File: config.mk
export PLATFORM = sky130hd
export DESIGN_NAME = ps2_kbd_event_decoder
export DESIGN_NICKNAME = d
export VERILOG_FILES = /design/src/rtl/ps2_kbd_pkg.sv /design/src/rtl/kbd_event_fifo.sv /design/src/rtl/ps2_kbd_event_decoder.sv
export SDC_FILE = /design/constraint.sdc
export NUM_CORES = 1
export LEC_CHECK = 0
export ABC_AREA = 1
export ABC_CLOCK_PERIOD_IN_PS = 3900
export CAP_MARGIN = 20
export CORE_MARGIN = 1
export CORE_UTILIZATION = 36
export CTS_CLUSTER_DIAMETER = 60
export CTS_CLUSTER_SIZE = 10
export DETAILED_ROUTE_END_ITERATION = 16
export PLACE_DENSITY = 0.56
export SLEW_MARGIN = 20
export SYNTH_ARGS = -nofsm -noshare
export SYNTH_HDL_FRONTEND = slang
export SYNTH_SLANG_ARGS = --single-unit
File: constraint.sdc
create_clock -name CLOCK_50 -period 3.9 [get_ports CLOCK_50]
set_input_delay 0.78 -clock CLOCK_50 [delete_from_list [all_inputs] [get_ports CLOCK_50]]
set_output_delay 0.78 -clock CLOCK_50 [all_outputs]
set_load 0.01 [all_outputs]
File: src/rtl/ps2_kbd_pkg.sv
// Shared constants, types and lookup tables for the PS/2 Set-2 keyboard event decoder.
// Key indices reuse the Set-2 make code for plain keys; extended keys, F7 and Pause are
// folded into code points that no plain key uses, so one 7-bit index space covers everything.
package ps2_kbd_pkg;

  localparam logic [7:0] PS2_EXT   = 8'hE0;
  localparam logic [7:0] PS2_BRK   = 8'hF0;
  localparam logic [7:0] PS2_PAUSE = 8'hE1;

  localparam logic [6:0] LCTRL_IDX = 7'h14;
  localparam logic [6:0] LSHFT_IDX = 7'h12;
  localparam logic [6:0] LALT_IDX  = 7'h11;
  localparam logic [6:0] LWIN_IDX  = 7'h1F;
  localparam logic [6:0] RCTRL_IDX = 7'h18;
  localparam logic [6:0] RSHFT_IDX = 7'h59;
  localparam logic [6:0] RALT_IDX  = 7'h13;
  localparam logic [6:0] RWIN_IDX  = 7'h27;
  localparam logic [6:0] CAPS_IDX  = 7'h58;
  localparam logic [6:0] PAUSE_IDX = 7'h7F;
  localparam logic [6:0] F7_IDX    = 7'h02;

  typedef enum logic [2:0] {
    ST_IDLE,
    ST_BRK,
    ST_EXT,
    ST_EXT_BRK,
    ST_PAUSE
  } kbd_state_e;

  typedef struct packed {
    logic [7:0] ascii;
    logic [7:0] mods;
    logic       is_break;
    logic [6:0] key_idx;
  } evt_t;

  typedef struct packed {
    logic       hit;
    logic [6:0] idx;
  } key_map_t;

  // Bytes the keyboard sends as command responses rather than scancodes.
  function automatic logic is_ctrl_resp(input logic [7:0] b);
    return (b == 8'hAA) || (b == 8'hFA) || (b == 8'hEE) ||
           (b == 8'hFE) || (b == 8'h00) || (b == 8'hFF);
  endfunction

  // {extended, code} -> key index; hit=0 for codes with no key behind them.
  function automatic key_map_t keymap(input logic ext, input logic [7:0] code);
    key_map_t km;
    km.hit = 1'b0;
    km.idx = 7'h00;
    if (!ext) begin
      case (code)
        8'h01, 8'h03, 8'h04, 8'h05, 8'h06, 8'h07, 8'h09, 8'h0A, 8'h0B, 8'h0C, 8'h0D, 8'h0E,
        8'h11, 8'h12, 8'h14, 8'h15, 8'h16, 8'h1A, 8'h1B, 8'h1C, 8'h1D, 8'h1E,
        8'h21, 8'h22, 8'h23, 8'h24, 8'h25, 8'h26, 8'h29, 8'h2A, 8'h2B, 8'h2C, 8'h2D, 8'h2E,
        8'h31, 8'h32, 8'h33, 8'h34, 8'h35, 8'h36, 8'h3A, 8'h3B, 8'h3C, 8'h3D, 8'h3E,
        8'h41, 8'h42, 8'h43, 8'h44, 8'h45, 8'h46, 8'h49, 8'h4A, 8'h4B, 8'h4C, 8'h4D, 8'h4E,
        8'h52, 8'h54, 8'h55, 8'h58, 8'h59, 8'h5A, 8'h5B, 8'h5D, 8'h66, 8'h69, 8'h6B, 8'h6C,
        8'h70, 8'h71, 8'h72, 8'h73, 8'h74, 8'h75, 8'h76, 8'h77, 8'h78, 8'h79, 8'h7A, 8'h7B,
        8'h7C, 8'h7D, 8'h7E: begin
          km.hit = 1'b1;
          km.idx = code[6:0];
        end
        8'h83: begin
          km.hit = 1'b1;
          km.idx = F7_IDX;
        end
        default: km.hit = 1'b0;
      endcase
    end else begin
      km.hit = 1'b1;
      case (code)
        8'h11:   km.idx = RALT_IDX;
        8'h14:   km.idx = RCTRL_IDX;
        8'h1F:   km.idx = LWIN_IDX;
        8'h27:   km.idx = RWIN_IDX;
        8'h2F:   km.idx = 7'h2F;  // menu
        8'h4A:   km.idx = 7'h38;  // keypad /
        8'h5A:   km.idx = 7'h39;  // keypad enter
        8'h69:   km.idx = 7'h60;  // end
        8'h6B:   km.idx = 7'h61;  // left
        8'h6C:   km.idx = 7'h62;  // home
        8'h70:   km.idx = 7'h63;  // insert
        8'h71:   km.idx = 7'h64;  // delete
        8'h72:   km.idx = 7'h65;  // down
        8'h74:   km.idx = 7'h67;  // right
        8'h75:   km.idx = 7'h68;  // up
        8'h7A:   km.idx = 7'h6A;  // page down
        8'h7D:   km.idx = 7'h6D;  // page up
        8'h7C:   km.idx = 7'h6E;  // print screen (the E0 12 fake-shift prefix stays unmapped)
        default: km.hit = 1'b0;
      endcase
    end
    return km;
  endfunction

  // Printable character for a key index; letters honour shift^caps, everything else shift only.
  function automatic logic [7:0] ascii_lookup(input logic [6:0] idx, input logic shift,
                                              input logic caps);
    logic [7:0] lo;
    logic [7:0] hi;
    logic       letter;
    lo     = 8'hFF;
    hi     = 8'hFF;
    letter = 1'b0;
    case (idx)
      7'h1C: begin lo = "a"; letter = 1'b1; end
      7'h32: begin lo = "b"; letter = 1'b1; end
      7'h21: begin lo = "c"; letter = 1'b1; end
      7'h23: begin lo = "d"; letter = 1'b1; end
      7'h24: begin lo = "e"; letter = 1'b1; end
      7'h2B: begin lo = "f"; letter = 1'b1; end
      7'h34: begin lo = "g"; letter = 1'b1; end
      7'h33: begin lo = "h"; letter = 1'b1; end
      7'h43: begin lo = "i"; letter = 1'b1; end
      7'h3B: begin lo = "j"; letter = 1'b1; end
      7'h42: begin lo = "k"; letter = 1'b1; end
      7'h4B: begin lo = "l"; letter = 1'b1; end
      7'h3A: begin lo = "m"; letter = 1'b1; end
      7'h31: begin lo = "n"; letter = 1'b1; end
      7'h44: begin lo = "o"; letter = 1'b1; end
      7'h4D: begin lo = "p"; letter = 1'b1; end
      7'h15: begin lo = "q"; letter = 1'b1; end
      7'h2D: begin lo = "r"; letter = 1'b1; end
      7'h1B: begin lo = "s"; letter = 1'b1; end
      7'h2C: begin lo = "t"; letter = 1'b1; end
      7'h3C: begin lo = "u"; letter = 1'b1; end
      7'h2A: begin lo = "v"; letter = 1'b1; end
      7'h1D: begin lo = "w"; letter = 1'b1; end
      7'h22: begin lo = "x"; letter = 1'b1; end
      7'h35: begin lo = "y"; letter = 1'b1; end
      7'h1A: begin lo = "z"; letter = 1'b1; end
      7'h16: begin lo = 8'h31; hi = 8'h21; end
      7'h1E: begin lo = 8'h32; hi = 8'h40; end
      7'h26: begin lo = 8'h33; hi = 8'h23; end
      7'h25: begin lo = 8'h34; hi = 8'h24; end
      7'h2E: begin lo = 8'h35; hi = 8'h25; end
      7'h36: begin lo = 8'h36; hi = 8'h5E; end
      7'h3D: begin lo = 8'h37; hi = 8'h26; end
      7'h3E: begin lo = 8'h38; hi = 8'h2A; end
      7'h46: begin lo = 8'h39; hi = 8'h28; end
      7'h45: begin lo = 8'h30; hi = 8'h29; end
      7'h0E: begin lo = 8'h60; hi = 8'h7E; end
      7'h4E: begin lo = 8'h2D; hi = 8'h5F; end
      7'h55: begin lo = 8'h3D; hi = 8'h2B; end
      7'h54: begin lo = 8'h5B; hi = 8'h7B; end
      7'h5B: begin lo = 8'h5D; hi = 8'h7D; end
      7'h5D: begin lo = 8'h5C; hi = 8'h7C; end
      7'h4C: begin lo = 8'h3B; hi = 8'h3A; end
      7'h52: begin lo = 8'h27; hi = 8'h22; end
      7'h41: begin lo = 8'h2C; hi = 8'h3C; end
      7'h49: begin lo = 8'h2E; hi = 8'h3E; end
      7'h4A: begin lo = 8'h2F; hi = 8'h3F; end
      7'h5A: begin lo = 8'h0D; hi = 8'h0D; end
      7'h66: begin lo = 8'h08; hi = 8'h08; end
      7'h0D: begin lo = 8'h09; hi = 8'h09; end
      7'h29: begin lo = 8'h20; hi = 8'h20; end
      default: begin lo = 8'hFF; hi = 8'hFF; end
    endcase
    if (letter) return (shift ^ caps) ? (lo & 8'hDF) : lo;
    return shift ? hi : lo;
  endfunction

endpackage

File: src/rtl/kbd_event_fifo.sv
// Purpose: first-word-fall-through FIFO with occupancy count, full and empty flags.
// Latency: a push is visible at the head the cycle after the writing edge.
// Backpressure: push is accepted when not full or when a pop happens in the same cycle.
module kbd_event_fifo #(
  parameter int WIDTH = 24,
  parameter int DEPTH = 16
) (
  input  logic                     wr_clk,
  input  logic                     rst_n,
  input  logic                     push_vld,
  input  logic [WIDTH-1:0]         push_dat,
  input  logic                     pop_rdy,
  output logic [WIDTH-1:0]         head_dat,
  output logic [$clog2(DEPTH):0]   count,
  output logic                     full,
  output logic                     empty
);

  localparam int AW = $clog2(DEPTH);
  localparam logic [AW-1:0] PTR_ONE  = AW'(1);
  localparam logic [AW:0]   CNT_ONE  = (AW+1)'(1);
  localparam logic [AW:0]   CNT_FULL = (AW+1)'(DEPTH);

  logic [WIDTH-1:0] mem [DEPTH];
  logic [AW-1:0]    wr_ptr;
  logic [AW-1:0]    rd_ptr;
  logic             push_fire;
  logic             pop_fire;

  assign empty     = (count == '0);
  assign full      = (count == CNT_FULL);
  assign pop_fire  = pop_rdy && !empty;
  assign push_fire = push_vld && (!full || pop_fire);
  // Gated so the head reads as zero whenever nothing is queued, including after reset.
  assign head_dat  = empty ? '0 : mem[rd_ptr];

  // Storage array; contents are don't-care until written, so no reset.
  always_ff @(posedge wr_clk) begin
    if (push_fire) mem[wr_ptr] <= push_dat;
  end

  // Pointers wrap naturally at the power-of-two depth; count tracks occupancy.
  always_ff @(posedge wr_clk or negedge rst_n) begin
    if (!rst_n) begin
      wr_ptr <= '0;
      rd_ptr <= '0;
      count  <= '0;
    end else begin
      if (push_fire) wr_ptr <= wr_ptr + PTR_ONE;
      if (pop_fire)  rd_ptr <= rd_ptr + PTR_ONE;
      case ({push_fire, pop_fire})
        2'b10:   count <= count + CNT_ONE;
        2'b01:   count <= count - CNT_ONE;
        default: count <= count;
      endcase
    end
  end

endmodule

File: src/rtl/ps2_kbd_event_decoder.sv
// Purpose: turns PS/2 Set-2 scancode bytes into queued key events plus held-key bitmap and caps lock.
// Latency: event pushed on the edge sampling its final byte; head valid the following cycle.
// Backpressure: evt_ready pops the FWFT head; pushes into a full FIFO are dropped and set overflow.
// Build option TYPEMATIC_FILTER_EN: suppress events for makes of keys already held.
module ps2_kbd_event_decoder
  import ps2_kbd_pkg::*;
#(
  parameter int DEPTH     = 16,
  parameter int NUM_KEYS  = 128,
  parameter int PAUSE_LEN = 7
) (
  input  logic                   CLOCK_50,
  input  logic                   reset_n,
  input  logic [7:0]             rx_data,
  input  logic                   rx_valid,
  input  logic                   evt_ready,
  output logic                   evt_valid,
  output logic [23:0]            evt_data,
  output logic [NUM_KEYS-1:0]    key_state,
  output logic                   caps_lock,
  output logic [$clog2(DEPTH):0] fifo_count,
  output logic                   overflow
);

  localparam int PCW = $clog2(PAUSE_LEN + 1);
  localparam logic [PCW-1:0] PCNT_ONE  = PCW'(1);
  localparam logic [PCW-1:0] PCNT_LAST = PCW'(PAUSE_LEN - 1);

  kbd_state_e     state;
  kbd_state_e     state_nxt;
  logic [PCW-1:0] pcnt;
  logic [PCW-1:0] pcnt_nxt;
  logic           dec_vld;
  logic           dec_ext;
  logic           dec_brk;
  logic           pause_evt;
  key_map_t       km;
  logic           key_hit;
  logic           key_held;
  logic [7:0]     mods;
  evt_t           evt;
  logic           evt_push;
  logic           fifo_full;
  logic           fifo_empty;

  // Prefix tracking: which state we are in decides how the next plain byte is read.
  always_comb begin
    state_nxt = state;
    pcnt_nxt  = pcnt;
    dec_vld   = 1'b0;
    dec_ext   = 1'b0;
    dec_brk   = 1'b0;
    pause_evt = 1'b0;
    if (rx_valid) begin
      case (state)
        ST_IDLE: begin
          if (rx_data == PS2_BRK)        state_nxt = ST_BRK;
          else if (rx_data == PS2_EXT)   state_nxt = ST_EXT;
          else if (rx_data == PS2_PAUSE) begin
            state_nxt = ST_PAUSE;
            pcnt_nxt  = '0;
          end
          else if (!is_ctrl_resp(rx_data)) dec_vld = 1'b1;
        end
        ST_EXT: begin
          if (rx_data == PS2_BRK)      state_nxt = ST_EXT_BRK;
          else if (rx_data == PS2_EXT) state_nxt = ST_EXT;
          else begin
            dec_vld   = 1'b1;
            dec_ext   = 1'b1;
            state_nxt = ST_IDLE;
          end
        end
        ST_BRK, ST_EXT_BRK: begin
          // A fresh prefix mid-break means the earlier sequence was cut short; start over.
          if (rx_data == PS2_EXT)      state_nxt = ST_EXT;
          else if (rx_data == PS2_BRK) state_nxt = ST_BRK;
          else begin
            dec_vld   = 1'b1;
            dec_brk   = 1'b1;
            dec_ext   = (state == ST_EXT_BRK);
            state_nxt = ST_IDLE;
          end
        end
        ST_PAUSE: begin
          // Pause has no break code; swallow its tail blindly and report a single make.
          if (pcnt == PCNT_LAST) begin
            pause_evt = 1'b1;
            pcnt_nxt  = '0;
            state_nxt = ST_IDLE;
          end else begin
            pcnt_nxt = pcnt + PCNT_ONE;
          end
        end
        default: state_nxt = ST_IDLE;
      endcase
    end
  end

  // FSM and pause-counter registers.
  always_ff @(posedge CLOCK_50 or negedge reset_n) begin
    if (!reset_n) begin
      state <= ST_IDLE;
      pcnt  <= '0;
    end else begin
      state <= state_nxt;
      pcnt  <= pcnt_nxt;
    end
  end

  assign km       = keymap(dec_ext, rx_data);
  assign key_hit  = dec_vld && km.hit;
  assign key_held = key_state[km.idx];

  // Event assembly: modifiers and caps are sampled before this key's own effect lands.
  always_comb begin
    mods = {key_state[LCTRL_IDX], key_state[LSHFT_IDX], key_state[LALT_IDX], key_state[LWIN_IDX],
            key_state[RCTRL_IDX], key_state[RSHFT_IDX], key_state[RALT_IDX], key_state[RWIN_IDX]};
    evt          = '0;
    evt.key_idx  = pause_evt ? PAUSE_IDX : km.idx;
    evt.is_break = dec_brk;
    evt.mods     = mods;
    if (dec_brk || mods[7] || mods[5] || mods[4] || mods[3] || mods[1] || mods[0])
      evt.ascii = 8'hFF;
    else
      evt.ascii = ascii_lookup(evt.key_idx, mods[6] || mods[2], caps_lock);
  end

`ifdef TYPEMATIC_FILTER_EN
  assign evt_push = pause_evt || (key_hit && !(!dec_brk && key_held));
`else
  assign evt_push = pause_evt || key_hit;
`endif

  // Held-key bitmap and caps-lock toggle follow every decoded key, even if its event is dropped.
  always_ff @(posedge CLOCK_50 or negedge reset_n) begin
    if (!reset_n) begin
      key_state <= '0;
      caps_lock <= 1'b0;
    end else if (key_hit) begin
      key_state[km.idx] <= !dec_brk;
      if (!dec_brk && (km.idx == CAPS_IDX)) caps_lock <= !caps_lock;
    end
  end

  // Sticky drop flag: a push against a full FIFO with no simultaneous pop.
  always_ff @(posedge CLOCK_50 or negedge reset_n) begin
    if (!reset_n)                                  overflow <= 1'b0;
    else if (evt_push && fifo_full && !evt_ready)  overflow <= 1'b1;
  end

  kbd_event_fifo #(
    .WIDTH (24),
    .DEPTH (DEPTH)
  ) u_fifo (
    .wr_clk   (CLOCK_50),
    .rst_n    (reset_n),
    .push_vld (evt_push),
    .push_dat (evt),
    .pop_rdy  (evt_ready),
    .head_dat (evt_data),
    .count    (fifo_count),
    .full     (fifo_full),
    .empty    (fifo_empty)
  );

  assign evt_valid = !fifo_empty;

endmodule

# After elaboration in Yosys (flattened, before gate mapping)
# Memories as Yosys holds them, arrays and structs flattened.
# Cells that the tools add are included.
[totals]
ff_bits = 149
mem_bits_rw = 384
input_bits = 12
output_inout_bits = 160
word_cells = 274
memories = 1
[classes]
n_addsub = 5
order_cmp = 2
eq_ne = 161
n_mux = 57
bitwise_logic = 1
n_reduce_logical = 39
[mem_list]
columns = ["memory", "depth", "word_bits", "rd", "rd_clocked_by_memory_dff", "wr", "line_no", "rtl"]
rows = [
  ["u_fifo.mem", 16, 24, 1, 0, 1, "kbd_event_fifo.sv:24", "logic [WIDTH-1:0] mem [DEPTH];"],
]
[ops]
columns = ["op", "count"]
rows = [
  ["$pmux 8 s51", 1],
  ["$eq 8x7->1 const B", 39],
  ["$eq 8x6->1 const B", 25],
  ["$pmux 8 s25", 1],
  ["$eq 7x6->1 const B", 23],
  ["$eq 7x7->1 const B", 20],
  ["$bwmux 128", 1],
  ["$pmux 7 s18", 1],
  ["$eq 8x5->1 const B", 11],
  ["$reduce_or 85->1", 1],
  ["$reduce_or 84->1", 1],
  ["$eq 8x8->1 const B", 9],
  ["$eq 7x5->1 const B", 7],
  ["$eq 8x4->1 const B", 6],
  ["$mux 8", 5],
  ["$eq 8x3->1 const B", 4],
  ["$mux 1", 27],
  ["$reduce_or 26->1", 1],
  ["$mux 24", 1],
  ["$mux 3", 8],
  ["$reduce_or 18->1", 1],
  ["$eq 7x4->1 const B", 2],
  ["$logic_or 1x1->1", 14],
  ["$pmux 7 s2", 1],
  ["other kinds (36)", 55],
]

# Logic depth before layout (Yosys ltp)
# Gate-level depths: netlist of run 1.
[logic_depth]
depth_word = 17
mapped_depth = 28
ltp_nobuf = 27

# Hierarchy
# A second synthesis of run 1 with hierarchy kept.
[hier_totals]
cells_unflattened = 2545
hier_area_um2 = 24639.9
[by_module_without_submodules]
columns = ["mod", "n_inst", "cells_each", "area_per_inst_um2", "seq_area_each_um2"]
rows = [
  ["kbd_event_fifo", 1, 1367, 16349.4, 11856.4],
  ["ps2_kbd_event_decoder", 1, 1178, 8290.5, 3403.3],
]

# Worst setup path after synthesis of run 1
# Ideal clock, no wire load.
[synth_path]
kind = "input to register"
from = "in rx_data[3]"
to = "mem u_fifo.mem[11][0] (enable)"
t_arrival_ns = 3.851
slack_ns = -0.356
stages = 22
path_cell_list = "buf_2 nor2_2 nand2_1 nor2_1 nor2_1 nand2_1 nor2_1 nand2_1 nor2_1 nand3_2 nand3_2 nand2_2 inv_2 nand2_4 nor2_1 nand2_2 nand3_4 nand2_1 nand2_1 inv_2 nand2_1 nor2_1"
[synth_between]
elab_chain_cells = 17
word_cells_on_any_way = 126
[synth_rtl]
columns = ["item", "line_no", "rtl"]
rows = [
  ["start: declaration", "ps2_kbd_event_decoder.sv:14", "input logic [7:0] rx_data,"],
  ["$eq 8x8->1", "ps2_kbd_pkg.sv:44", "return (b == 8'hAA) || (b == 8'hFA) || (b == 8'hEE) ||"],
  ["$logic_or 1x1->1 (3 in a row)", "ps2_kbd_pkg.sv:44", ""],
  ["$logic_or 1x1->1 (2 in a row)", "ps2_kbd_pkg.sv:45", "(b == 8'hFE) || (b == 8'h00) || (b == 8'hFF);"],
  ["$mux 1", "ps2_kbd_event_decoder.sv:63", "else if (!is_ctrl_resp(rx_data)) dec_vld = 1'b1;"],
  ["$mux 1", "ps2_kbd_event_decoder.sv:59", "else if (rx_data == PS2_PAUSE) begin"],
  ["$mux 1", "ps2_kbd_event_decoder.sv:58", "else if (rx_data == PS2_EXT) state_nxt = ST_EXT;"],
  ["$mux 1", "ps2_kbd_event_decoder.sv:57", "if (rx_data == PS2_BRK) state_nxt = ST_BRK;"],
  ["$pmux 1 s3", "ps2_kbd_event_decoder.sv:55", "case (state)"],
  ["$mux 1", "ps2_kbd_event_decoder.sv:54", "if (rx_valid) begin"],
  ["$logic_and 1x1->1 (*)", "ps2_kbd_event_decoder.sv:112", "assign key_hit = dec_vld && km.hit;"],
  ["$logic_or 1x1->1 (*)", "ps2_kbd_event_decoder.sv:132", "assign evt_push = pause_evt || key_hit;"],
  ["$logic_and 1x1->1 (*)", "kbd_event_fifo.sv:33", "assign push_fire = push_vld && (!full || pop_fire);"],
  ["$mux 1 (*)", "kbd_event_fifo.sv:39", "if (push_fire) mem[wr_ptr] <= push_dat;"],
  ["$mux 1 (not written as such) (*)", "kbd_event_fifo.sv:39", ""],
  ["end: declaration", "kbd_event_fifo.sv:24", ""],
]
# Mark *: on every way between the ends. The rest lies on a longest branch, timed or not.

# Worst setup path in the final report of run 1
[layout_path]
from = "reg u_fifo.rd_ptr[0]"
to = "out evt_data[10]"
[layout_between]
elab_chain_cells = 2
[layout_rtl]
columns = ["item", "line_no", "rtl"]
rows = [
  ["start: declaration", "kbd_event_fifo.sv:26", "logic [AW-1:0] rd_ptr;"],
  ["start signal: assignment", "kbd_event_fifo.sv:50", "if (pop_fire) rd_ptr <= rd_ptr + PTR_ONE;"],
  ["$mem_v2 16x24", "n/a", ""],
  ["$mux 24", "kbd_event_fifo.sv:35", "assign head_dat = empty ? '0 : mem[rd_ptr];"],
  ["end: declaration", "ps2_kbd_event_decoder.sv:18", "output logic [23:0] evt_data,"],
]
# Every way passes these cells.

==> results.md, run 1 <==
- Worst-Margin Slew: 0.928 ns
- Antenna violations before repair: 0
- Ant diodes: 0
- DR vias: about 19000
- Setup-failing EPs final: 0
- TNS Setup: 0 ns
- CTS tree: done
- Drt drc: 0
- Post-cts hold buffer count: 0
- FF+latch area: roughly 15000 sq um
- Via/cell ratio: 5.32
- Seq/Total Area, Yosys: between 60% and 70%
- Routed WL per cell: around 21 um
- Core box area: around 64000 sq um
- Clock Latency Late Sink: around 0.63 ns
- First-pass DRT Iterations: 5
- DPL Wire Length: ~47000 um
- Final Hold Fails: 0
- Mean Syn Cell Area: roughly 11 sq um
- Fillers: roughly 5800
- Layout cell share with drive strength beyond 1: about a fifth
- Routed wl met2: approximately 36000 um
- Static leakage: between 10 and 15 nW
- Slew Limit Fails: 0
- Clock slew at reported path FFs: ~0.06 ns
- Post-synth top flop: edfxtp_1
- Syn nets: roughly 2200
- RR Endpoint: u_fifo.mem[15][19]
- Worst R2R Start: state[2]
- Die Area: about 66000 sq um
- Crit share post-route: around 100%
- Leading area contributor after synthesis: edfxtp_1
- Crit. End Element: output pin
- Dpl ws: -1.06 ns
- # Max-Cap Violations: 0
- Pwr/cell area: 612 nW/um^2
- Global-route wire length before repair: about 110000 um
- TritonCTS buffer count: 61
- Asr flop ratio synth: 28.0%
- Multi-input gate area: 7440 sq um
- Synth area leaders: edfxtp_1 49%, dfrtp_1 16%, nor2_1 6.1%, o21ai_0 4.9%, nand2_1 4.5%
- Initial core utilization: a little over a third
- Worst EP arrival: ~3.0 ns
- Clk_skew: 0.0224 ns
- Sink Count: 533
- Worst setup margin: approximately 0.1 ns
- Fmax: ~260 MHz
- Combinational fraction of design power: 34.9%
- Chip height: between 200 and 300 um
- H-Tree Depth: 2
- Antenna Nets Post-Route: 0
- Root Driver: clkbuf_16
- Yosys top cell area share: around 49%
- R2R cell count: 21
- Clock group share of total power: between 20% and 30%
- Pin count of the biggest net entering global routing: ~100
- CTS Buffer Depth: 3
- Synth warnings: 0
- Synth cell types: between 40 and 50
- Area of the mapped netlist: 23400 sq um
- Final GP Congestion: roughly 0.88
- Crit path required time: 3.12 ns
- Initial DRC count: about 1400
- Cell Int Power: between 10 and 15 mW
- Nets@finish: ~2600
- Peak VDD IR: around 370 uV
- Ports: ~170
- Number of synthesized flops with an enable pin: 384
- Max FO, Critical Path: between 60 and 70
- Switching power: between 6 and 7 mW
- HP Class: in2async
- Cell Rows: 93
- Reg-to-reg setup timing slack: about 0.53 ns
- Fin crit period: 3.80 ns
- Sequential Power Share: roughly 37%
- Die X: between 200 and 300 um
- Vias in the first global route: about 19000
- Final wirelength: between 70000 and 80000 um
- Grt total ovfl: 0
- Post-Syn Instances: approximately 2200
- Worst relative slew slack: between 30% and 40%
- Synth Register Bits: ~530
- RSZ-0062 raised after global routing: yes
- Worst Setup Path Type: reg2out
- Switching Share: 34.6%
- P&R area growth vs syn: 30.6%
- GRT Overall Usage: ~22%
- Metal-1 WL: 31100 um
- Top sig layer: met4
- Startpoint type of the worst setup path: flop
- Met3 wire length: around 5000 um
- Buffers added on ports: ~170
- Outcome: finished, final reports clean
kinds of logic (layout without fill, tap and decap cells):
logic type | count (synthesis) | count (layout) | share of synthesized area, %
muxes | 7 | 7 | 0.300
DFF | 533 | 533 | 65.3
adders and majority gates | 9 | 9 | 0.514
AOI/OAI and AO/OA | 555 | 555 | 13.7
xor gates and xnor gates | 12 | 12 | 0.450
and+or+nand+nor | 854 | 855 | 15.5
buffers and inverters | 247 | 649 | 4.19
layout make-up:
type | count | area share, %
multi-input cells | 1438 | 24.4
flip-flops and latches | 533 | 50.0
clock buffers | 71 | 5.29
clock inverters | 6 | 0.418
repair buffers | 481 | 15.3
inverters | 91 | 1.14
well taps | 855 | 3.50
worst max-delay path, stage by stage, from the launching register on:
cell	delay, ns
dfrtp_4	0.57
inv_6	0.13
buf_16	0.26
o21ai_0	0.13
o221ai_1	0.21
nand3_1	0.12
a21oi_1	0.23
buf_4	0.17
clkdlybuf4s50_1	0.53
cell usage after synthesis (all sizes together) (2+ instances only):
cell type,count
o221ai,72
o211ai,2
a21oi,126
nor3,17
ha,8
buf,27
a31oi,88
mux2i,7
xnor2,3
nand4,17
clkbuf,129
xor2,9
inv,90
nand3,117
nor4,4
nor2,403
o22ai,24
nand3b,3
o21ai,238
dfrtp,149
edfxtp,384
nand2,292
layout by cell type, fill, tap and decap left out, types with 5 or more instances in the layout:
cell             netlist  final
mux2i_1                7      7
buf_4                  9    259
a21oi_2                0      5
clkbuf_1             129      7
nor2_4                 3     16
nor3_1                13     10
nor2_2                20     51
clkbuf_16              0     64
nand3_2                6     10
nand4_1               17     17
xor2_1                 9      9
edfxtp_1             384    384
nand2_1              282    267
o22ai_1               24     24
nor2_1               380    336
buf_12                 0     44
clkbuf_2               0      8
nand2_4                4      6
inv_2                 15     18
a21oi_1              126    121
dfrtp_1              149    146
o221ai_1              72     72
nand3_1              110    105
o21ai_0              231    228
nor3_2                 3      6
a31oi_1               88     88
nand2_2                6     19
inv_1                 75     69
o21ai_1                7      9
ha_1                   8      8
clkdlybuf4s50_1        0    159
per-layer routing:
metal	global-route usage [%]	vias up
li1	-	8676
met1	29.2	9129
met2	36.9	597
met3	4.31	99
met4	5.49	0
met5	0	-
power by group through the flow:
stage               clock (mW)  combinational (mW)  sequential (mW)
finish                    5.18                6.53             6.99
global route              5.51                7.12             7.03
CTS                       5.30                6.47             6.98
detailed placement           0                6.31             7.12
global placement             0                6.23             7.10
floorplan                    0                3.34             7.02
flip-flops by register name, indices dropped and copies added (netlist names):
register / flops
u_fifo.mem: 384
overflow: 1
state: 3
caps_lock: 1
key_state: 128
u_fifo.rd_ptr: 4
pcnt: 3
u_fifo.wr_ptr: 4
u_fifo.count: 5
timing repair:
action                                  in CTS  in global routing
gates resized for setup                     49                 61
endpoints found under the setup margin     533                540
pin swaps                                    0                  7
buffers inserted                             5                  1
cloned                                       1                  1
worst max path at each step:
stage	startpoint	cells after the start	slack, ns	endpoint
6_report	u_fifo.rd_ptr[0]	8	0.10	evt_data[10]
5_1_grt	u_fifo.rd_ptr[0]	10	-0.03	evt_data[10]
4_1_cts	u_fifo.rd_ptr[0]	8	0.03	evt_data[18]
3_5_place_dp	rx_data[3]	26	-1.06	u_fifo.mem[9][19]
3_3_place_gp	rx_data[1]	27	-1.08	u_fifo.mem[12][19]
2_1_floorplan	rx_data[3]	22	-0.36	u_fifo.mem[11][0]
per-stage QoR:
step / cell area (sq um) / std cells / utilization, % / total power, mW / hold WS [ns]
3_3_place_gp: 28500 / 3390 / 44.2 / 13.3 / 0.366
3_5_place_dp: 28500 / 3390 / 44.2 / 13.4 / 0.364
5_1_grt: 30500 / 3475 / 47.5 / 19.7 / 0.243
4_1_cts: 30400 / 3473 / 47.2 / 18.8 / 0.192
6_report: 30500 / 3475 / 47.5 / 18.7 / 0.196
2_1_floorplan: 23400 / 2217 / - / 10.4 / 0.484
Power figures use the tool's default switching activity.
==> run 2, diff against run 1 <==
- ABC_CLOCK_PERIOD_IN_PS: 3900 -> 4900
- CORE_UTILIZATION: 36 -> 45
- PLACE_DENSITY: 0.56 -> 0.67
- SKIP_CTS_REPAIR_TIMING: default -> 1
- clock period: 3.9 -> 4.9 ns (I/O delays scaled with it)
==> run 2 against run 1 <==
  * Critical path type unchanged
  * Clock skew decreased by 0.0080 ns
  * Critical path depth is 1 lower
  * Sequential cell count unchanged
  * Combinational power shrank 26%
  * Non-clock buffer count is 82 lower
  * Worst hold slack better by 0.18 ns
  * Clock power down 25%
  * Via count is 0.32% higher
  * Cell area fell by 4.6%
  * Count of clock-buffer cells in the layout rose by 1
  * Global-route usage is 4.1 points higher
  * Routed wire length shrank 5.5%
==> results.md, run 2 (same netlist as run 1, synthesis figures left out) <==
- Outcome: finished, final reports clean (unchanged)
- Core box area: 51300 sq um (was 64300 sq um)
- Worst-path cell chain: inv_4 -> buf_12 -> o21ai_0 -> o221ai_1 -> nand3_1 -> a21oi_1 -> clkdlybuf4s50_1 (was inv_6 -> buf_16 -> o21ai_0 -> o221ai_1 -> nand3_1 -> a21oi_1 -> buf_4 -> clkdlybuf4s50_1)
- Ant diodes: 0 (unchanged)
- Max FO, Critical Path: 60 (was 68)
- Via/cell ratio: 5.77 (was 5.32)
- DR vias: 18600 (was 18500)
- Largest registers: u_fifo.mem (384), key_state (128), u_fifo.count (5) (unchanged)
- Final Hold Fails: 0 (unchanged)
- Layout cell share with drive strength beyond 1: 15.1% (was 20.2%)
- TritonCTS buffer count: 60 (was 61)
- Final wirelength: 69100 um (was 73200 um)
- Root Driver: clkbuf_16 (unchanged)
- Worst relative slew slack: 31.7% (was 37.8%)
- Worst-Margin Slew: 1.02 ns (was 0.928 ns)
- Initial DRC count: 1868 (was 1434)
- Die X: 230 um (was 257 um)
- Crit share post-route: a little over nine tenths
- Fmax: around 210 MHz
- # Max-Cap Violations: 0 (unchanged)
- CTS Buffer Depth: 3 (unchanged)
- TNS Setup: 0 ns (unchanged)
- H-Tree Depth: 2 (unchanged)
- Max FFs per register: 384 (unchanged)
- Cell Count, Final, Fillers Out: 3217 (was 3475)
- Initial core utilization: 45.6% (was 36.3%)
- Clock slew at reported path FFs: 0.05 ns (was 0.06 ns)
- Slew Limit Fails: 0 (unchanged)
- Critical path's slowest cell: dfrtp_4 (unchanged)
- Ports: 172 (unchanged)
- Peak VDD IR: 340 uV (was 369 uV)
- Reg-to-reg setup timing slack: 1.34 ns (was 0.53 ns)
- CTS tree: done (unchanged)
- Pin count of the biggest net entering global routing: 99 (unchanged)
- CP max stage delay: 0.71 ns (was 0.57 ns)
- DPL Wire Length: 42600 um (was 46600 um)
- Biggest register: u_fifo.mem (unchanged)
- Clk_skew: 0.0144 ns (was 0.0224 ns)
- Pwr/cell area: 490 nW/um^2 (was 612 nW/um^2)
- Most frequent cells in the layout: 384 x edfxtp_1, 357 x nor2_1, 282 x nand2_1, 231 x o21ai_0, 194 x buf_4 (was 384 x edfxtp_1, 336 x nor2_1, 267 x nand2_1, 259 x buf_4, 228 x o21ai_0)
- RSZ-0062 raised after global routing: no (was yes)
- Fin crit period: ~4.7 ns
- Buffers added on ports: 171 (unchanged)
- Routed WL per cell: 21.5 um (was 21.1 um)
- P&R area growth vs syn: 24.6% (was 30.6%)
- HP Class: reg2reg (was in2async)
- Worst EP arrival: 3.68 ns (was 3.02 ns)
- First-pass DRT Iterations: 7 (was 5)
- Setup-failing EPs final: 0 (unchanged)
- Final GP Congestion: 0.954 (was 0.883)
- Antenna Nets Post-Route: 0 (unchanged)
- Crit path required time: 3.92 ns (was 3.12 ns)
- Static leakage: 11.5 nW (was 12.2 nW)
- Antenna violations before repair: 0 (unchanged)
- Clock Latency Late Sink: 0.61 ns (was 0.63 ns)
- Nets@finish: 2543 (was 2627)
- Grt total ovfl: 0 (unchanged)
- GRT Overall Usage: 26.1% (was 22.0%)
- Vias in the first global route: 18300 (was 18500)
- Cells after DPL: 3140 (was 3390)
- Chip height: 230 um (was 257 um)
- Die Area: 52900 sq um (was 65900 sq um)
- Crit. End Element: output pin (unchanged)
- Startpoint type of the worst setup path: flop (unchanged)
- Worst Setup Path Type: reg2out (unchanged)
- Sink Count: 533 (unchanged)
- Cell Rows: 83 (was 93)
- Global-route wire length before repair: 107000 um (was 112000 um)
- Drt drc: 0 (unchanged)
- Commonest non-fill, non-tap cell in the layout: edfxtp_1 (unchanged)
[run 2: changes by cell type in the layout (fill, tap and decap cells not counted), sizes merged]
cell and change:
inv +1, bufinv -2, clkbuf -8, buf -81, clkdlybuf4s50 +11, dlymetal6s2s -3, nand3 -1
[run 2: path summary, 6_finish.rpt]
check,end,from,depth (start not counted)
worst min-delay path,key_state[92],key_state[92],0
max in group asynchronous,state[1],reset_n,2
worst max-delay path,evt_data[7],u_fifo.rd_ptr[0],7
min in group asynchronous,key_state[111],reset_n,1
worst max register to register,u_fifo.mem[7][20],state[0],20
worst min register to register,key_state[92],key_state[92],0
[run 2: area by class of cell]
cell class | count | area (sq um)
Timing Repair Buffer | 399 | 3850
Fill cell | 4318 | 22200
Sequential cell | 533 | 15300
Clock buffer | 72 | 1570
Multi-Input combinational cell | 1437 | 7200
Tap cell | 680 | 851
Clock inverter | 5 | 42.5
Inverter | 91 | 344
[run 2: report_power, final]
group | switching, mW | internal, mW
clock | 1.66 | 2.21
combinational | 3.00 | 1.80
sequential | 0.303 | 5.30
total | 4.97 | 9.31
[run 2: critical path, delay by kind of cell, from the launching register on]
kind            cells  cell delay (ns)
simple gates        1             0.16
buf+inv             3             1.39
flops               1             0.71
compound gates      3             0.73
[run 2: metrics by stage]
step / util [%] / setup slack, ns / area (sq um) / hold slack (ns) / total power, mW
finish: 56.8 / 0.235 / 29100 / 0.373 / 14.3
detailed placement: 53.6 / -0.159 / 27500 / 0.364 / 10.5
global placement: 53.6 / -0.180 / 27500 / 0.364 / 10.3
CTS: 56.8 / 0.211 / 29100 / 0.378 / 14.4
global route: 56.8 / 0.0157 / 29100 / 0.383 / 15.0
floorplan: - / 0.444 / 23400 / 0.494 / 8.24
[run 2: per-layer routing]
| metal | vias to the layer above | global-route usage, % | wire length [um] |
|---|---|---|---|
| li1 | 8485 | - | - |
| met1 | 9088 | 35.0 | 28300 |
| met2 | 850 | 41.7 | 32600 |
| met3 | 137 | 6.54 | 6410 |
| met4 | 0 | 8.26 | 1840 |
| met5 | - | 0 | 0 |
